==> config.mk <==
export PLATFORM = sky130hd
export DESIGN_NAME = pokey_sio
export DESIGN_NICKNAME = d
export VERILOG_FILES = /design/src/rtl/pokey_sio_pkg.sv /design/src/rtl/pokey_sio_bittimer.sv /design/src/rtl/pokey_sio.sv
export SDC_FILE = /design/constraint.sdc
export NUM_CORES = 1
export LEC_CHECK = 0
export ABC_AREA = 1
export BUFFER_PORTS_ARGS = -buffer_cell sky130_fd_sc_hd__buf_2
export CAP_MARGIN = 20
export CORE_MARGIN = 2
export CORE_UTILIZATION = 40
export CTS_CLUSTER_DIAMETER = 60
export DETAILED_ROUTE_END_ITERATION = 12
export PLACE_DENSITY_LB_ADDON = 0.25
export RECOVER_POWER = 100
export SETUP_SLACK_MARGIN = 0.02
export SYNTH_ARGS = -nofsm -noshare
export SYNTH_HDL_FRONTEND = slang
export SYNTH_HIERARCHICAL = 1
export SYNTH_SLANG_ARGS = --single-unit
==> constraint.sdc <==
create_clock -name clk_i -period 2.4 [get_ports clk_i]
set_input_delay 0.48 -clock clk_i [delete_from_list [all_inputs] [get_ports clk_i]]
set_output_delay 0.48 -clock clk_i [all_outputs]
set_load 0.1 [all_outputs]
==> src/rtl/pokey_sio_pkg.sv <==
// Shared definitions for the POKEY serial I/O bridge: FSM state encoding,
// frame constants and default bit timing.
package pokey_sio_pkg;

  typedef enum logic [1:0] {
    ST_IDLE  = 2'd0,
    ST_START = 2'd1,
    ST_DATA  = 2'd2,
    ST_STOP  = 2'd3
  } sio_state_e;

  localparam int   DATA_BITS        = 8;
  localparam logic START_BIT        = 1'b0;
  localparam logic STOP_BIT         = 1'b1;
  localparam int   DEFAULT_BAUD_DIV = 93;

  // Reload value for a down-counter that must expire after `cycles` clocks.
  function automatic logic [15:0] timer_load(input int cycles);
    return 16'(cycles - 1);
  endfunction

endpackage

==> src/rtl/pokey_sio_bittimer.sv <==
// 16-bit bit-time down-counter. A full load expires after BAUD_DIV cycles
// (end-of-bit strobe), a half load after BAUD_DIV/2 cycles (midpoint strobe).
module pokey_sio_bittimer
  import pokey_sio_pkg::*;
#(
  parameter int BAUD_DIV = DEFAULT_BAUD_DIV
) (
  input  logic clk_i,
  input  logic rst_i,
  input  logic load_full_i,
  input  logic load_half_i,
  output logic mid_o,
  output logic end_o
);

  localparam logic [15:0] FULL_LOAD = timer_load(BAUD_DIV);
  localparam logic [15:0] HALF_LOAD = timer_load(BAUD_DIV / 2);

  logic [15:0] cnt_q;
  logic        half_q;
  logic        expired;

  always_ff @(posedge clk_i or posedge rst_i) begin
    if (rst_i) begin
      cnt_q  <= '0;
      half_q <= 1'b0;
    end else if (load_full_i) begin
      cnt_q  <= FULL_LOAD;
      half_q <= 1'b0;
    end else if (load_half_i) begin
      cnt_q  <= HALF_LOAD;
      half_q <= 1'b1;
    end else if (cnt_q != '0) begin
      cnt_q <= cnt_q - 16'd1;
    end
  end

  // The strobes stay high once expired; callers consume them by reloading
  // or by leaving the state that watches them.
  assign expired = (cnt_q == '0);
  assign mid_o   = expired & half_q;
  assign end_o   = expired & ~half_q;

endmodule

==> src/rtl/pokey_sio.sv <==
// POKEY SEROUT/SERIN to async serial bridge: 8N1 framing, independent TX/RX.
// Optional internal loopback is built only with POKEY_SIO_LOOPBACK_EN defined.
module pokey_sio
  import pokey_sio_pkg::*;
#(
  parameter int BAUD_DIV = DEFAULT_BAUD_DIV
) (
  input  logic       clk_i,
  input  logic       rst_i,
  input  logic [7:0] serout_i,
  input  logic       serout_rdy_i,
  output logic       serout_ack_o,
  output logic       sio_txd_o,
  input  logic       sio_rxd_i,
  output logic [7:0] serin_o,
  output logic       serin_rdy_o,
  input  logic       serin_ack_i,
  output logic       tx_busy_o,
  output logic       rx_err_o,
  input  logic       loopback_i
);

  localparam logic [2:0] LAST_BIT = 3'(DATA_BITS - 1);

  sio_state_e tx_state_q;
  logic [7:0] tx_shift_q;
  logic [2:0] tx_bit_q;
  logic       tx_line_q;
  logic       tx_accept;
  logic       tx_load;
  logic       tx_end;
  logic       tx_mid_unused;

  sio_state_e rx_state_q;
  logic       rx_sync1_q;
  logic       rx_sync2_q;
  logic       rx_prev_q;
  logic [7:0] rx_shift_q;
  logic [2:0] rx_bit_q;
  logic       rx_brk_q;
  logic       rx_fall;
  logic       rx_load_full;
  logic       rx_load_half;
  logic       rx_mid;
  logic       rx_end;
  logic       rx_line;
  logic       lb_active;

`ifdef POKEY_SIO_LOOPBACK_EN
  assign lb_active = loopback_i;
`else
  logic unused_loopback;
  assign unused_loopback = loopback_i;
  assign lb_active       = 1'b0;
`endif

  assign sio_txd_o = tx_line_q | lb_active;
  assign rx_line   = lb_active ? tx_line_q : sio_rxd_i;

  // ---------------------------------------------------------------- TX
  assign tx_accept = (tx_state_q == ST_IDLE) && serout_rdy_i && !serout_ack_o;

  always_comb begin
    tx_load = 1'b0;
    case (tx_state_q)
      ST_IDLE:           tx_load = tx_accept;
      ST_START, ST_DATA: tx_load = tx_end;
      default:           tx_load = 1'b0;
    endcase
  end

  pokey_sio_bittimer #(.BAUD_DIV(BAUD_DIV)) u_tx_timer (
    .clk_i       (clk_i),
    .rst_i       (rst_i),
    .load_full_i (tx_load),
    .load_half_i (1'b0),
    .mid_o       (tx_mid_unused),
    .end_o       (tx_end)
  );

  always_ff @(posedge clk_i or posedge rst_i) begin
    if (rst_i) begin
      tx_state_q   <= ST_IDLE;
      tx_shift_q   <= '0;
      tx_bit_q     <= '0;
      tx_line_q    <= STOP_BIT;
      tx_busy_o    <= 1'b0;
      serout_ack_o <= 1'b0;
    end else begin
      // Line follows the state one cycle behind, so every bit (start
      // included) is on the wire for exactly BAUD_DIV cycles.
      case (tx_state_q)
        ST_START: tx_line_q <= START_BIT;
        ST_DATA:  tx_line_q <= tx_shift_q[0];
        default:  tx_line_q <= STOP_BIT;
      endcase

      if (tx_accept)          serout_ack_o <= 1'b1;
      else if (!serout_rdy_i) serout_ack_o <= 1'b0;

      case (tx_state_q)
        ST_IDLE: begin
          if (tx_accept) begin
            tx_shift_q <= serout_i;
            tx_state_q <= ST_START;
            tx_busy_o  <= 1'b1;
          end
        end
        ST_START: begin
          if (tx_end) begin
            tx_bit_q   <= '0;
            tx_state_q <= ST_DATA;
          end
        end
        ST_DATA: begin
          if (tx_end) begin
            tx_shift_q <= {1'b0, tx_shift_q[7:1]};
            if (tx_bit_q == LAST_BIT) tx_state_q <= ST_STOP;
            else                      tx_bit_q   <= tx_bit_q + 3'd1;
          end
        end
        default: begin
          if (tx_end) begin
            tx_state_q <= ST_IDLE;
            tx_busy_o  <= 1'b0;
          end
        end
      endcase
    end
  end

  // ---------------------------------------------------------------- RX
  assign rx_fall = rx_prev_q & ~rx_sync2_q;

  always_comb begin
    rx_load_full = 1'b0;
    rx_load_half = 1'b0;
    case (rx_state_q)
      ST_IDLE:  rx_load_half = rx_fall;
      ST_START: rx_load_full = rx_mid && !rx_sync2_q;
      ST_DATA:  rx_load_full = rx_end;
      default:  rx_load_full = 1'b0;
    endcase
  end

  pokey_sio_bittimer #(.BAUD_DIV(BAUD_DIV)) u_rx_timer (
    .clk_i       (clk_i),
    .rst_i       (rst_i),
    .load_full_i (rx_load_full),
    .load_half_i (rx_load_half),
    .mid_o       (rx_mid),
    .end_o       (rx_end)
  );

  always_ff @(posedge clk_i or posedge rst_i) begin
    if (rst_i) begin
      rx_sync1_q  <= 1'b1;
      rx_sync2_q  <= 1'b1;
      rx_prev_q   <= 1'b1;
      rx_state_q  <= ST_IDLE;
      rx_shift_q  <= '0;
      rx_bit_q    <= '0;
      rx_brk_q    <= 1'b0;
      serin_o     <= '0;
      serin_rdy_o <= 1'b0;
      rx_err_o    <= 1'b0;
    end else begin
      rx_sync1_q <= rx_line;
      rx_sync2_q <= rx_sync1_q;
      rx_prev_q  <= rx_sync2_q;
      rx_err_o   <= 1'b0;

      if (serin_rdy_o && serin_ack_i) serin_rdy_o <= 1'b0;

      case (rx_state_q)
        ST_IDLE: begin
          if (rx_fall) rx_state_q <= ST_START;
        end
        ST_START: begin
          if (rx_mid) begin
            if (rx_sync2_q) begin
              rx_state_q <= ST_IDLE;
            end else begin
              rx_bit_q   <= '0;
              rx_state_q <= ST_DATA;
            end
          end
        end
        ST_DATA: begin
          if (rx_end) begin
            rx_shift_q <= {rx_sync2_q, rx_shift_q[7:1]};
            if (rx_bit_q == LAST_BIT) rx_state_q <= ST_STOP;
            else                      rx_bit_q   <= rx_bit_q + 3'd1;
          end
        end
        default: begin
          // After a framing error, hold here until the line is released so
          // a long break is not mistaken for a new start bit.
          if (rx_brk_q) begin
            if (rx_sync2_q) begin
              rx_brk_q   <= 1'b0;
              rx_state_q <= ST_IDLE;
            end
          end else if (rx_end) begin
            if (rx_sync2_q == STOP_BIT) begin
              if (!serin_rdy_o) begin
                serin_o     <= rx_shift_q;
                serin_rdy_o <= 1'b1;
              end else begin
                rx_err_o <= 1'b1;
              end
              rx_state_q <= ST_IDLE;
            end else begin
              rx_err_o <= 1'b1;
              rx_brk_q <= 1'b1;
            end
          end
        end
      endcase
    end
  end

endmodule
==> results.json, run 1 <==
{
  "status": "complete, no violations",
  "syn_area_um2": 4430,
  "dr.pass1.iters": 4,
  "hold_depth": 1,
  "gr-total-overflow": 0,
  "maxCapViolCount": 0,
  "pwr_density_cell_nw_per_um2": 1040,
  "portBuffers": 25,
  "grt_antenna_before_repair": 0,
  "grtUsageTotal_pct": 16.4,
  "grt_max_degree": 26,
  "wire_per_inst_um": 11.7,
  "cts_tree": "built",
  "start_util_pct": 40.8,
  "antennaDiodeCount": 0,
  "worstMarginPinSlew_ns": 1.18,
  "nets": 642,
  "gp_congestion": 0.852,
  "layout-drive-gt1-share_pct": 14.3,
  "drt_iter0_markers": 127,
  "grt_pass1_vias": 3466,
  "r2r_cells": 12,
  "setup_viol": 0,
  "cts_made_buffers": 9,
  "max_stage_delay_ns": 0.41,
  "crit_arrival_ns": 2.47,
  "timing_worst_setup_path_type": "register to register",
  "hold_viol": 0,
  "insertion_delay_ns": 0.35,
  "syn_to_final_growth_pct": 12.8,
  "placed_cell_area_um2": 4760,
  "cts_buffer_depth": 2,
  "postCtsHoldBufs": 0,
  "die_area_um2": 11900,
  "ir_drop_uv": 632,
  "maxSlewHeadroom_pct": 21.6,
  "final.period_utilization_pct": 91.9,
  "crit_buf_inv": 1,
  "fp.dieH_um": 109,
  "cp_common_cell": "nand2_1",
  "final_cell_mix": "144 x nand2_1, 86 x inv_1, 73 x dfrtp_1, 72 x nor2_1, 30 x nand3_1",
  "place_hpwl_mm": 6.68,
  "final.setup_skew_ns": 0.0104,
  "h-tree-depth": 3,
  "worstPathCellList": "inv_1 > ha_1 > nand2_1 > nor2_1 > nand4_1 > nor2_2 > nand2_1 > a21oi_1 > nor2_1 > nand3_4 > nand2_1 > o22ai_1",
  "crit_path_start_kind": "register",
  "cts.sinks": 77,
  "final_common_cell": "nand2_1",
  "drc": 0,
  "io_pins": 27,
  "syn_inst": 563,
  "crit_fanout": 9,
  "vias": 3582,
  "path_clk_slew_ns": 0.07,
  "finish.utilization_pct": 46.1,
  "leakage_nw": 2.49,
  "critPathSlowestCell": "dfrtp_1",
  "endpoint_kind": "register",
  "hp-class": "input pin to register",
  "multi_input_area_um2": 2150,
  "critPathTopFamily": "simple AND/OR/NAND/NOR gates",
  "core_um2": 10800,
  "final-seq-area_um2": 1930,
  "viasPerCell": 4.74,
  "ant_nets": 0,
  "root_buffer": "clkbuf_8",
  "fp.dieW_um": 109,
  "drt_wl_total_mm": 8.83,
  "fmax_mhz": 454,
  "final_cell_area_um2": 4990,
  "fillers": 1101,
  "ys_warn_count": 6,
  "rows": 38,
  "rsz0062_at_grt": "yes",
  "avgSynthCellArea_um2": 7.86,
  "slew_viol_final": 0,
  "cp_data_required_time_ns": 2.66,
  "grt_pass1_wl_mm": 15.4,
  "period_minus_slack_ns": 2.20,
  "cp_num_cells": 12
}
==> worst reg2reg max path, stage by stage (launching register included) <==
cell and delay, ns:
dfrtp_1 0.41, inv_1 0.10, ha_1 0.20, nand2_1 0.10
nor2_1 0.15, nand4_1 0.18, nor2_2 0.17, nand2_1 0.06
a21oi_1 0.25, nor2_1 0.13, nand3_4 0.14, nand2_1 0.09
o22ai_1 0.14
==> cell type report <==
class                   instances  area share (%)
well taps                     140            3.51
flip-flops and latches         77            38.7
inverters                      88            6.61
clock inverters                 5            1.50
clock buffers                  11            2.83
multi-input cells             397            43.1
repair buffers                 37            3.76
==> flip-flops by register name, indices dropped and copies added (netlist names), 2 cells and up <==
register / count
rx_bit_q: 3
tx_state_q: 2
u_rx_timer/cnt_q: 16
rx_state_q: 2
u_tx_timer/cnt_q: 16
serin_o: 8
tx_shift_q: 8
rx_shift_q: 8
tx_bit_q: 3
==> metrics by stage <==
step | setup WS, ns | total power [mW] | std cells | hold WS, ns | setup TNS, ns
6_report | 0.195 | 5.22 | 755 | 0.229 | 0
5_1_grt | -0.0144 | 5.68 | 755 | 0.220 | -0.0144
4_1_cts | 0.0743 | 5.25 | 753 | 0.215 | 0
3_5_place_dp | -0.00652 | 4.14 | 737 | 0.347 | -0.00652
3_3_place_gp | 0.0657 | 4.07 | 737 | 0.346 | 0
2_1_floorplan | 0.114 | 3.75 | 568 | 0.345 | 0
==> path summary, 6_finish.rpt <==
path / start / to / slack [ns]
worst max-delay path: u_tx_timer/cnt_q[0]$_DFFE_PP0P_ / u_tx_timer/cnt_q[0]$_DFFE_PP0P_ / 0.20
worst min-delay path: sio_rxd_i / rx_sync1_q$_DFF_PP1_ / 0.23
worst max register to register: u_tx_timer/cnt_q[0]$_DFFE_PP0P_ / u_tx_timer/cnt_q[0]$_DFFE_PP0P_ / 0.20
worst min register to register: rx_sync1_q$_DFF_PP1_ / rx_sync2_q$_DFF_PP1_ / 0.36
max in group asynchronous: rst_i / sio_txd_o$_DFF_PP1_ / 1.25
min in group asynchronous: rst_i / serin_o[2]$_DFFE_PP0P_ / 0.25
==> routing by layer <==
metal	track usage (%)	part of all wire (%)	up-vias
met5	0	0	-
met4	6.78	1.7	0
met3	2.39	2.3	11
met2	27.9	49	42
met1	20.9	47	1661
li1	-	-	1868
==> where the power goes <==
part / switching [mW] / total (mW) / internal [mW]
Combinational: 1.50 / 2.24 / 0.744
Clock: 0.478 / 1.09 / 0.610
Sequential: 0.260 / 1.89 / 1.63
Total: 2.24 / 5.22 / 2.98
==> repair_timing <==
item	4_1_cts	5_1_grt
endpoints found under the setup margin	14	51
setup buffers	0	2
resized for setup	2	7
pin swaps	0	4
(Power assumes the default switching activity.)
==> run 2, diff against run 1 <==
--- a/config.mk
+++ b/config.mk
@@ -10,6 +10,7 @@
 export CAP_MARGIN = 20
 export CORE_MARGIN = 2
 export CORE_UTILIZATION = 40
+export CTS_BUF_LIST = sky130_fd_sc_hd__clkbuf_2 sky130_fd_sc_hd__clkbuf_4 sky130_fd_sc_hd__clkbuf_8
 export CTS_CLUSTER_DIAMETER = 60
 export DETAILED_ROUTE_END_ITERATION = 12
 export PLACE_DENSITY_LB_ADDON = 0.25
==> run 2 against run 1 <==
Non-clock buffer count stayed put. Critical path depth unchanged. Register-to-register slack about the same. Largest cell class unchanged. Sequential share of layout area about the same. Sequential cell count is the same. Count of clock-buffer cells in the layout unchanged. Final area is essentially flat. Sequential power about the same. Clock skew hardly changed.
==> results.json, run 2 (synthesized netlist as in run 1, its figures left out) <==
{
  "leakage_nw": 2.49,
  "nets": 642,
  "cts_made_buffers": 9,
  "rows": 38,
  "maxCapViolCount": 0,
  "hp-class": "input pin to register",
  "cts_buffer_depth": 2,
  "path_clk_slew_ns": 0.07,
  "timing_worst_setup_path_type": "register to register",
  "endpoint_kind": "register",
  "hold_start": "sio_rxd_i",
  "cp_data_required_time_ns": 2.66,
  "r2r_start": "u_tx_timer/cnt_q[0]$_DFFE_PP0P_",
  "drt_iter0_markers": 127,
  "die_area_um2": 11900,
  "drc": 0,
  "cts_tree": "built",
  "place_hpwl_mm": 6.68,
  "grtUsageTotal_pct": 16.4,
  "final_cell_area_um2": 5000,
  "gp_congestion": 0.852,
  "slew_viol_final": 0,
  "wire_per_inst_um": 11.7,
  "worstMarginPinSlew_ns": 1.18,
  "pwr_density_cell_nw_per_um2": 1050,
  "postCtsHoldBufs": 0,
  "antennaDiodeCount": 0,
  "fin_total_pwr_mw": 5.23,
  "vias": 3582,
  "syn_to_final_growth_pct": 12.9,
  "critPathLaunch": "u_tx_timer/cnt_q[0]$_DFFE_PP0P_",
  "rr_endpoint": "u_tx_timer/cnt_q[0]$_DFFE_PP0P_",
  "h-tree-depth": 3,
  "fmax_mhz": 454,
  "io_pins": 27,
  "period_minus_slack_ns": 2.20,
  "maxSlewHeadroom_pct": 21.6,
  "crit_path_start_kind": "register",
  "final_cells": 755,
  "hold_viol": 0,
  "dp.cells": 737,
  "grt_max_degree": 26,
  "insertion_delay_ns": 0.35,
  "fillers": 1101,
  "rsz0062_at_grt": "yes",
  "grt_antenna_before_repair": 0,
  "fp.dieW_um": 109,
  "crit_arrival_ns": 2.47,
  "start_util_pct": 40.8,
  "ant_nets": 0,
  "core_um2": 10800,
  "final.setup_skew_ns": 0.0105,
  "drt_wl_total_mm": 8.84,
  "r2r_cells": 12,
  "dr.pass1.iters": 4,
  "portBuffers": 25,
  "final_cell_mix": "144 x nand2_1, 86 x inv_1, 73 x dfrtp_1, 72 x nor2_1, 30 x nand3_1",
  "status": "complete, no violations",
  "final.period_utilization_pct": 91.9,
  "layout-drive-gt1-share_pct": 14.5,
  "grt_pass1_wl_mm": 15.4,
  "ir_drop_uv": 632,
  "fp.dieH_um": 109,
  "cts.sinks": 77,
  "crit_fanout": 9,
  "root_buffer": "clkbuf_8",
  "grt_pass1_vias": 3466,
  "fin_tns_setup_ns": 0,
  "setup_viol": 0,
  "worstSetupEndpoint": "u_tx_timer/cnt_q[0]$_DFFE_PP0P_",
  "final_common_cell": "nand2_1",
  "gr-total-overflow": 0,
  "placed_cell_area_um2": 4760,
  "reg_top3": "u_rx_timer/cnt_q x16, u_tx_timer/cnt_q x16",
  "viasPerCell": 4.74,
  "r2r_slack_ns": 0.20,
  "finish.utilization_pct": 46.1
}
run 2: report_power, final:
part           total, mW  internal [mW]  switching, mW
Combinational       2.24          0.744           1.50
Clock               1.10          0.621          0.478
Sequential          1.89           1.63          0.260
Total               5.23           2.99           2.24
run 2: worst min-delay path by stage:
stage | end | cells past startpoint
after detailed placement | rx_sync2_q$_DFF_PP1_ | 0
after CTS | rx_sync1_q$_DFF_PP1_ | 1
after global placement | rx_sync2_q$_DFF_PP1_ | 0
final | rx_sync1_q$_DFF_PP1_ | 1
after global routing | rx_sync1_q$_DFF_PP1_ | 1
after floorplan | rx_sync2_q$_DFF_PP1_ | 0
run 2: per-stage QoR:
| stage | setup slack (ns) | hold slack (ns) |
|---|---|---|
| final | 0.195 | 0.229 |
| after global routing | -0.0144 | 0.220 |
| after CTS | 0.0743 | 0.215 |
| after detailed placement | -0.00652 | 0.347 |
| after global placement | 0.0657 | 0.346 |
| after floorplan | 0.114 | 0.345 |
run 2: layout make-up:
class	count	area (um2)	share of cell area, %
Clock buffer	11	145	2.90
Clock inverter	5	75.1	1.50
Timing Repair Buffer	37	188	3.76
Sequential cell	77	1930	38.7
Inverter	88	330	6.61
Multi-Input combinational cell	397	2150	43.1
Tap cell	140	175	3.51
run 2: per-layer routing:
layer | global-route usage (%) | up-vias | part of all wire, %
met4 | 6.78 | 0 | 1.7
met3 | 2.39 | 11 | 2.3
met5 | 0 | - | 0
met2 | 27.9 | 42 | 49
li1 | - | 1867 | -
met1 | 20.9 | 1662 | 47
run 2: worst max-delay path, cell delays in order (launching register included):
cell and delay, ns:
dfrtp_1 0.41, inv_1 0.10, ha_1 0.20, nand2_1 0.10, nor2_1 0.15, nand4_1 0.18, nor2_2 0.16, nand2_1 0.06
a21oi_1 0.25, nor2_1 0.13, nand3_4 0.14, nand2_1 0.09, o22ai_1 0.14
run 2: timing repair:
action | CTS | global route
pin swaps | 0 | 4
resized for setup | 2 | 7
setup buffers | 0 | 2
endpoints found under the setup margin | 14 | 51
